$ cat src/rtl/accum5_seq.sv
`default_nettype none
// +-------------------------------------------------------------------------+
// | accum5_seq : issues a stored (Mode, A, B, Cin) program to accum5, one    |
// |              entry per clock, with an optional halt on overflow.        |
// | Revision   : 1.0                                                        |
// +-------------------------------------------------------------------------+
module accum5_seq #(
   parameter int DEPTH = 8,
   parameter int EW    = 13
) (
   input  logic          Clk,
   input  logic          Reset,
   input  logic          WrEn,
   input  logic [2:0]    WrAddr,
   input  logic [EW-1:0] WrData,
   input  logic          Start,
   input  logic [3:0]    Len,
   input  logic          HaltOnOf,
   input  logic          Of,
   output logic [3:0]    A,
   output logic [3:0]    B,
   output logic          Cin,
   output logic [3:0]    Mode,
   output logic          Issue,
   output logic          Busy,
   output logic          Done,
   output logic          Halted,
   output logic [2:0]    PC
);

   typedef enum logic [1:0] {
      S_IDLE = 2'd0,
      S_RUN  = 2'd1,
      S_DONE = 2'd2,
      S_HALT = 2'd3
   } state_t;

   localparam logic [3:0] c_max_len = 4'd8;

   state_t        r_state;
   state_t        w_state_nxt;
   logic [EW-1:0] r_mem [DEPTH];
   logic [EW-1:0] r_entry;
   logic [EW-1:0] w_entry_nxt;
   logic          r_issue;
   logic          w_issue_nxt;
   logic          r_issue_dly;
   logic [2:0]    r_pc;
   logic [2:0]    w_pc_nxt;
   logic [3:0]    r_len;
   logic [3:0]    w_len_nxt;

   logic          w_busy;
   logic          w_wr_ok;
   logic          w_start_ok;
   logic          w_ovf;
   logic          w_last;
   logic [3:0]    w_len_clamped;
   logic [EW-1:0] w_fetch0;

   assign w_busy        = (r_state == S_RUN) || (r_state == S_DONE);
   assign w_wr_ok       = WrEn && !w_busy;
   assign w_start_ok    = Start && (Len != 4'd0) && !w_busy;
   assign w_ovf         = HaltOnOf && Of && r_issue_dly;
   assign w_last        = ({1'b0, r_pc} == (r_len - 4'd1));
   assign w_len_clamped = (Len > c_max_len) ? c_max_len : Len;
   // A write landing on the Start edge must already be visible in entry 0.
   assign w_fetch0      = (w_wr_ok && (WrAddr == 3'd0)) ? WrData : r_mem[0];

   always_ff @(posedge Clk or posedge Reset) begin
      if (Reset) begin
         for (int i = 0; i < DEPTH; i++) begin
            r_mem[i] <= '0;
         end
      end else if (w_wr_ok) begin
         r_mem[WrAddr] <= WrData;
      end
   end

   always_ff @(posedge Clk or posedge Reset) begin
      if (Reset) begin
         r_state     <= S_IDLE;
         r_entry     <= '0;
         r_issue     <= 1'b0;
         r_issue_dly <= 1'b0;
         r_pc        <= 3'd0;
         r_len       <= 4'd0;
      end else begin
         r_state     <= w_state_nxt;
         r_entry     <= w_entry_nxt;
         r_issue     <= w_issue_nxt;
         r_issue_dly <= r_issue;
         r_pc        <= w_pc_nxt;
         r_len       <= w_len_nxt;
      end
   end

   always_comb begin
      w_state_nxt = r_state;
      w_entry_nxt = '0;
      w_issue_nxt = 1'b0;
      w_pc_nxt    = r_pc;
      w_len_nxt   = r_len;
      case (r_state)
         S_IDLE, S_HALT: begin
            if (w_start_ok) begin
               w_state_nxt = S_RUN;
               w_len_nxt   = w_len_clamped;
               w_pc_nxt    = 3'd0;
               w_entry_nxt = w_fetch0;
               w_issue_nxt = 1'b1;
            end
         end
         S_RUN: begin
            // Overflow wins over normal completion, even on the last entry.
            if (w_ovf) begin
               w_state_nxt = S_HALT;
            end else if (w_last) begin
               w_state_nxt = S_DONE;
            end else begin
               w_pc_nxt    = r_pc + 3'd1;
               w_entry_nxt = r_mem[r_pc + 3'd1];
               w_issue_nxt = 1'b1;
            end
         end
         S_DONE: begin
            w_state_nxt = w_ovf ? S_HALT : S_IDLE;
         end
         default: begin
            w_state_nxt = S_IDLE;
         end
      endcase
   end

   assign {Mode, A, B, Cin} = r_entry;
   assign Issue  = r_issue;
   assign PC     = r_pc;
   assign Busy   = w_busy;
   assign Done   = (r_state == S_DONE);
   assign Halted = (r_state == S_HALT);

endmodule
`default_nettype wire
$ cat config.mk
export PLATFORM = sky130hd
export DESIGN_NAME = accum5_seq
export DESIGN_NICKNAME = d
export VERILOG_FILES = /design/src/rtl/accum5_seq.sv
export SDC_FILE = /design/constraint.sdc
export NUM_CORES = 1
export LEC_CHECK = 0
export ABC_AREA = 1
export CAP_MARGIN = 30
export CORE_UTILIZATION = 50
export CTS_BUF_LIST = sky130_fd_sc_hd__clkbuf_16
export CTS_CLUSTER_DIAMETER = 100
export DETAILED_ROUTE_END_ITERATION = 10
export PLACE_DENSITY = 0.67
export SLEW_MARGIN = 20
export SYNTH_ARGS = -nofsm -noshare
export SYNTH_HDL_FRONTEND = slang
export SYNTH_SLANG_ARGS = --single-unit
$ cat constraint.sdc
create_clock -name Clk -period 6.5 [get_ports Clk]
set_clock_uncertainty 0.05 [all_clocks]
set_input_delay 1.625 -clock Clk [delete_from_list [all_inputs] [get_ports Clk]]
set_output_delay 1.625 -clock Clk [all_outputs]
set_load 0.02 [all_outputs]
# Word level (Yosys, flattened, before mapping)
# Index checks and enable logic that the tools add are counted.
[classes] mux=25 order_cmp=4 reduce_logical=17 bitwise=2 add_sub_neg=2 n_eq_ne=8
[op_table] cell="$bwmux W104" count=1
[op_table] cell="$mux W13" count=7
[op_table] cell="$bmux W13 S3" count=1
[op_table] cell="$demux W13 S3" count=1
[op_table] cell="$pmux W13 S2" count=1
[op_table] cell="$mux W3" count=3
[op_table] cell="$ge A4 B4 Y1 const B" count=2
[op_table] cell="$mux W2" count=4
[op_table] cell="$not A3 Y4" count=2
[op_table] cell="$logic_and A1 B1 Y1" count=7
[op_table] cell="$ne A2 B2 Y1 const B" count=3
[op_table] cell="$pmux W2 S3" count=1
[op_table] cell="$pmux W3 S2" count=1
[op_table] cell="$eq A2 B2 Y1 const B" count=2
[op_table] cell="$eq A3 B4 Y1" count=1
[op_table] cell="$gt A4 B4 Y1 const B" count=1
[op_table] cell="$lt A4 B1 Y1 const B" count=1
[op_table] cell="$mux W4" count=1
[op_table] cell="$reduce_and A2 Y1" count=2
[op_table] cell="$reduce_and A4 Y1" count=1
[op_table] cell="$reduce_bool A4 Y1" count=1
[op_table] cell="$sub A4 B1 Y4 const B" count=1
[op_table] cell="$add A3 B1 Y3 const B" count=1
[op_table] cell="$logic_not A3 Y1" count=1
[op_table] cell="9 further kinds" count=11
[word_totals] output_inout_bits=20 elab_cells=72 in_bits=26 register_bits=128

# Depth between registers and ports, before layout
[depth] depth_word=8 depth_mapped=13

# Worst setup path before layout
# OpenSTA, ideal clock, no wires.
[synth_path] path_kind="register to output" from="reg r_state[0]" to="out Busy" arrival_time_ns=0.987 required_time_ns=4.825 stages_incl_launch_ff=4 setup_slack_ns=3.838 path_cell_list="dfrtp_1 -> inv_1 -> ha_1 -> inv_1"
[synth_via] elab_chain_len=2
[synth_rtl] item="start: declaration" line_no="40" source="state_t r_state;"
[synth_rtl] item="start signal: assignment" line_no="89" source="r_state <= w_state_nxt;"
[synth_rtl] item="$eq A2 B1 Y1 or $eq A2 B2 Y1 (tied branches)" line_no="61" source="assign w_busy = (r_state == S_RUN) || (r_state == S_DONE);"
[synth_rtl] item="$logic_or A1 B1 Y1 *" line_no="61"
[synth_rtl] item="end: declaration" line_no="25" source="output logic Busy,"
# Every way passes the cells marked *; elsewhere a longest branch is shown, timed or not.

# Final worst setup path
# Ends and elaborated chain as after synthesis.

==> flow_summary.ini <==
[setup_path]
cp_max_fo = 7
r2r_slack_ns = 3.51
criticalPathCategory = register to output pin
start_kind = register
cp.required_ns = 4.83
arrival_ns = 2.05
endpoint_kind = output pin

[sta]
drv_slew = 0
hold_viol_final = 0
fin_ws_ns = 2.778
worst_pin_slew_ns = 0.9274
min_period_ns = 3.722
fin_setup_tns_ns = 0
timing.fmax_mhz = 268.7
setup_viol = 0
slew_headroom_pct = 37.79
rsz0062_at_grt = false
final.period_utilization_pct = 57.26

[clock_tree]
htree_levels = 4
clock_sink_count = 128
cts_tree = built
cts.repair.resized = 0
clkTransAtPathRegs_ns = 0.05
cts_inserted_buffers = 17
cts_hold_buffers = 0
clk_latency_ns = 0.42
cts_root_buffer = clkbuf_16
cts_setup_buffers = 0
cts_buffer_depth = 2

[logic_synthesis]
synthesis.nets = 765
syn_area_per_cell_sq_um = 8.062
synthFlopType = dfrtp_1
yosysWarnings = 0
synth_top_area_share_pct = 54.20
synth_area_leaders = dfrtp_1, nand2_1, o21ai_0
ys_ff_latch = 128
seq_area_frac_synth_pct = 54.20
synth_edf_count = 0
postSynthCellCount = 733
synth.largest_area_cell = dfrtp_1
synthArstFlopShare_pct = 100.0
synth_cell_types = 24
syn_area_sq_mm = 0.005909

[floorplan]
die_x_um = 110.7
core_area_sq_mm = 0.01147
fp.dieArea_sq_mm = 0.01226
initial_core_util_pct = 51.53
die_h_um = 110.7
pin_count = 46
num_rows = 39

[power_and_ir_drop]
totalPowerFinal_mw = 3.624
p_leak_nw = 3.349
power_density_mw_per_mm2 = 522.5
vdd_drop_max_uv = 330.6

[global_route]
grt_overflow = 0
grt_max_degree = 58
grt_usage_pct = 26.62
grt_pass1_wl_um = 25260
antenna_found_initial = 0
grt_pass1_vias = 4938

[min_path]
worstHoldPathType = register to register

[route]
viasPerCell = 5.571
wl_per_cell_um = 16.51
ant_nets = 0
first_pass_iters = 5
drc = 0
wl_um = 15160
vias = 5114
drt_iter0_drc = 408

[final_layout]
nets = 794
area_delta_synth_final_pct = 17.36
drive_gt1_share_pct = 5.290
final_area_sq_mm = 0.006935
fin_util_pct = 60.48
insertedDiodeCount = 0

[placement]
dp_hpwl_um = 9563
place.gp.congestion = 0.8405
post-place-ws_ns = 2.887
dpl-instance-area_sq_mm = 0.006417
place.port_buffers = 45

[flow_run]
maxCapViolCount = 0

[run_status]
status = completed
-- metal layers --
metal	up-vias	routed length (um)	global-route usage, %
met2	148	7067	42.73
met1	2487	7019	35.72
met4	0	231	10.31
met5	-	0	0
li1	2459	-	-
met3	20	841	5.249
-- registers in the layout (all words and copies together) (netlist names) --
register,cells
Issue,1
PC,3
r_entry,13
r_issue_dly,1
r_len,4
r_mem,104
r_state,2
-- cell usage in the layout (no fill, tap or decap) --
| cell type | n |
|---|---|
| clkinv_2 | 4 |
| clkdlybuf4s50_1 | 45 |
| ha_1 | 6 |
| clkinv_1 | 6 |
| dfrtp_1 | 128 |
| clkbuf_16 | 17 |
| nand3_1 | 86 |
| nor2_1 | 9 |
| nand4_1 | 15 |
| inv_4 | 1 |
| nor2_4 | 1 |
| nor2_2 | 2 |
| o21a_1 | 1 |
| o21ai_0 | 90 |
| inv_2 | 1 |
| inv_1 | 40 |
| buf_4 | 3 |
| a21oi_1 | 16 |
| o21ai_1 | 7 |
| xnor2_1 | 1 |
| nand3b_1 | 1 |
| clkinvlp_4 | 1 |
| o21ai_2 | 7 |
| nand2_1 | 280 |
| o22ai_1 | 3 |
| nand2_2 | 2 |
| buf_16 | 2 |
-- stage by stage --
step | instances | hold WS [ns]
final | 918 | 0.3342
after global placement | 884 | 0.3194
after global routing | 918 | 0.3455
after detailed placement | 885 | 0.3329
after CTS | 917 | 0.3444
after floorplan | 733 | 0.4034
-- report_power, final --
part	switching, mW	internal [mW]	total (mW)	leakage (nW)
Combinational	0.896	0.541	1.44	1.47
Sequential	0.210	1.18	1.39	1.62
Clock	0.329	0.467	0.796	0.260
Total	1.43	2.19	3.62	3.35
-- layout make-up --
class	count	area, sq um
clock buffers	17	425.4
well taps	143	178.9
flip-flops and latches	128	3203
fillers	1021	4532
clock inverters	15	65.06
multi-input cells	527	2390
repair buffers	50	528.0
inverters	38	145.1
-- synthesized netlist by cell type, types with 2 or more instances --
library cell,number
o21ai_0,90
clkbuf_1,27
nor2_2,2
nand2_2,2
ha_1,6
nand3_1,86
buf_2,10
nand4_1,15
o21ai_2,7
nor2_1,9
clkinv_1,2
o21ai_1,7
o22ai_1,3
nand2_1,280
dfrtp_1,128
a21oi_1,16
inv_1,36
-- path summary, 6_finish.rpt --
kind,startpoint,endpoint,cells past startpoint
min reg2reg,Issue,r_issue_dly,0
max reg2reg,PC[1],r_entry[6],8
max in group asynchronous,Reset,r_mem[1],3
min,Issue,r_issue_dly,0
min in group asynchronous,Reset,r_len[2],2
max,r_state[0],Busy,4
-- cell families (layout without fill, tap and decap cells) --
kind of cell | count (synthesis) | after routing | share of synthesized area, %
flip-flops | 128 | 128 | 54.20
adder cells (fa/ha/maj) | 6 | 6 | 1.270
buffers and inverters | 78 | 120 | 5.357
AND/OR/NAND/NOR | 396 | 396 | 27.97
XOR/XNOR | 1 | 1 | 0.1482
AO/OA/AOI/OAI | 124 | 124 | 11.05
-- worst max-delay path: stages, from the launching register on --
cell and delay, ns:
dfrtp_1 0.40, inv_1 0.08, ha_1 0.40, inv_1 0.13
clkdlybuf4s50_1 0.61
Power figures use the tool's default switching activity.
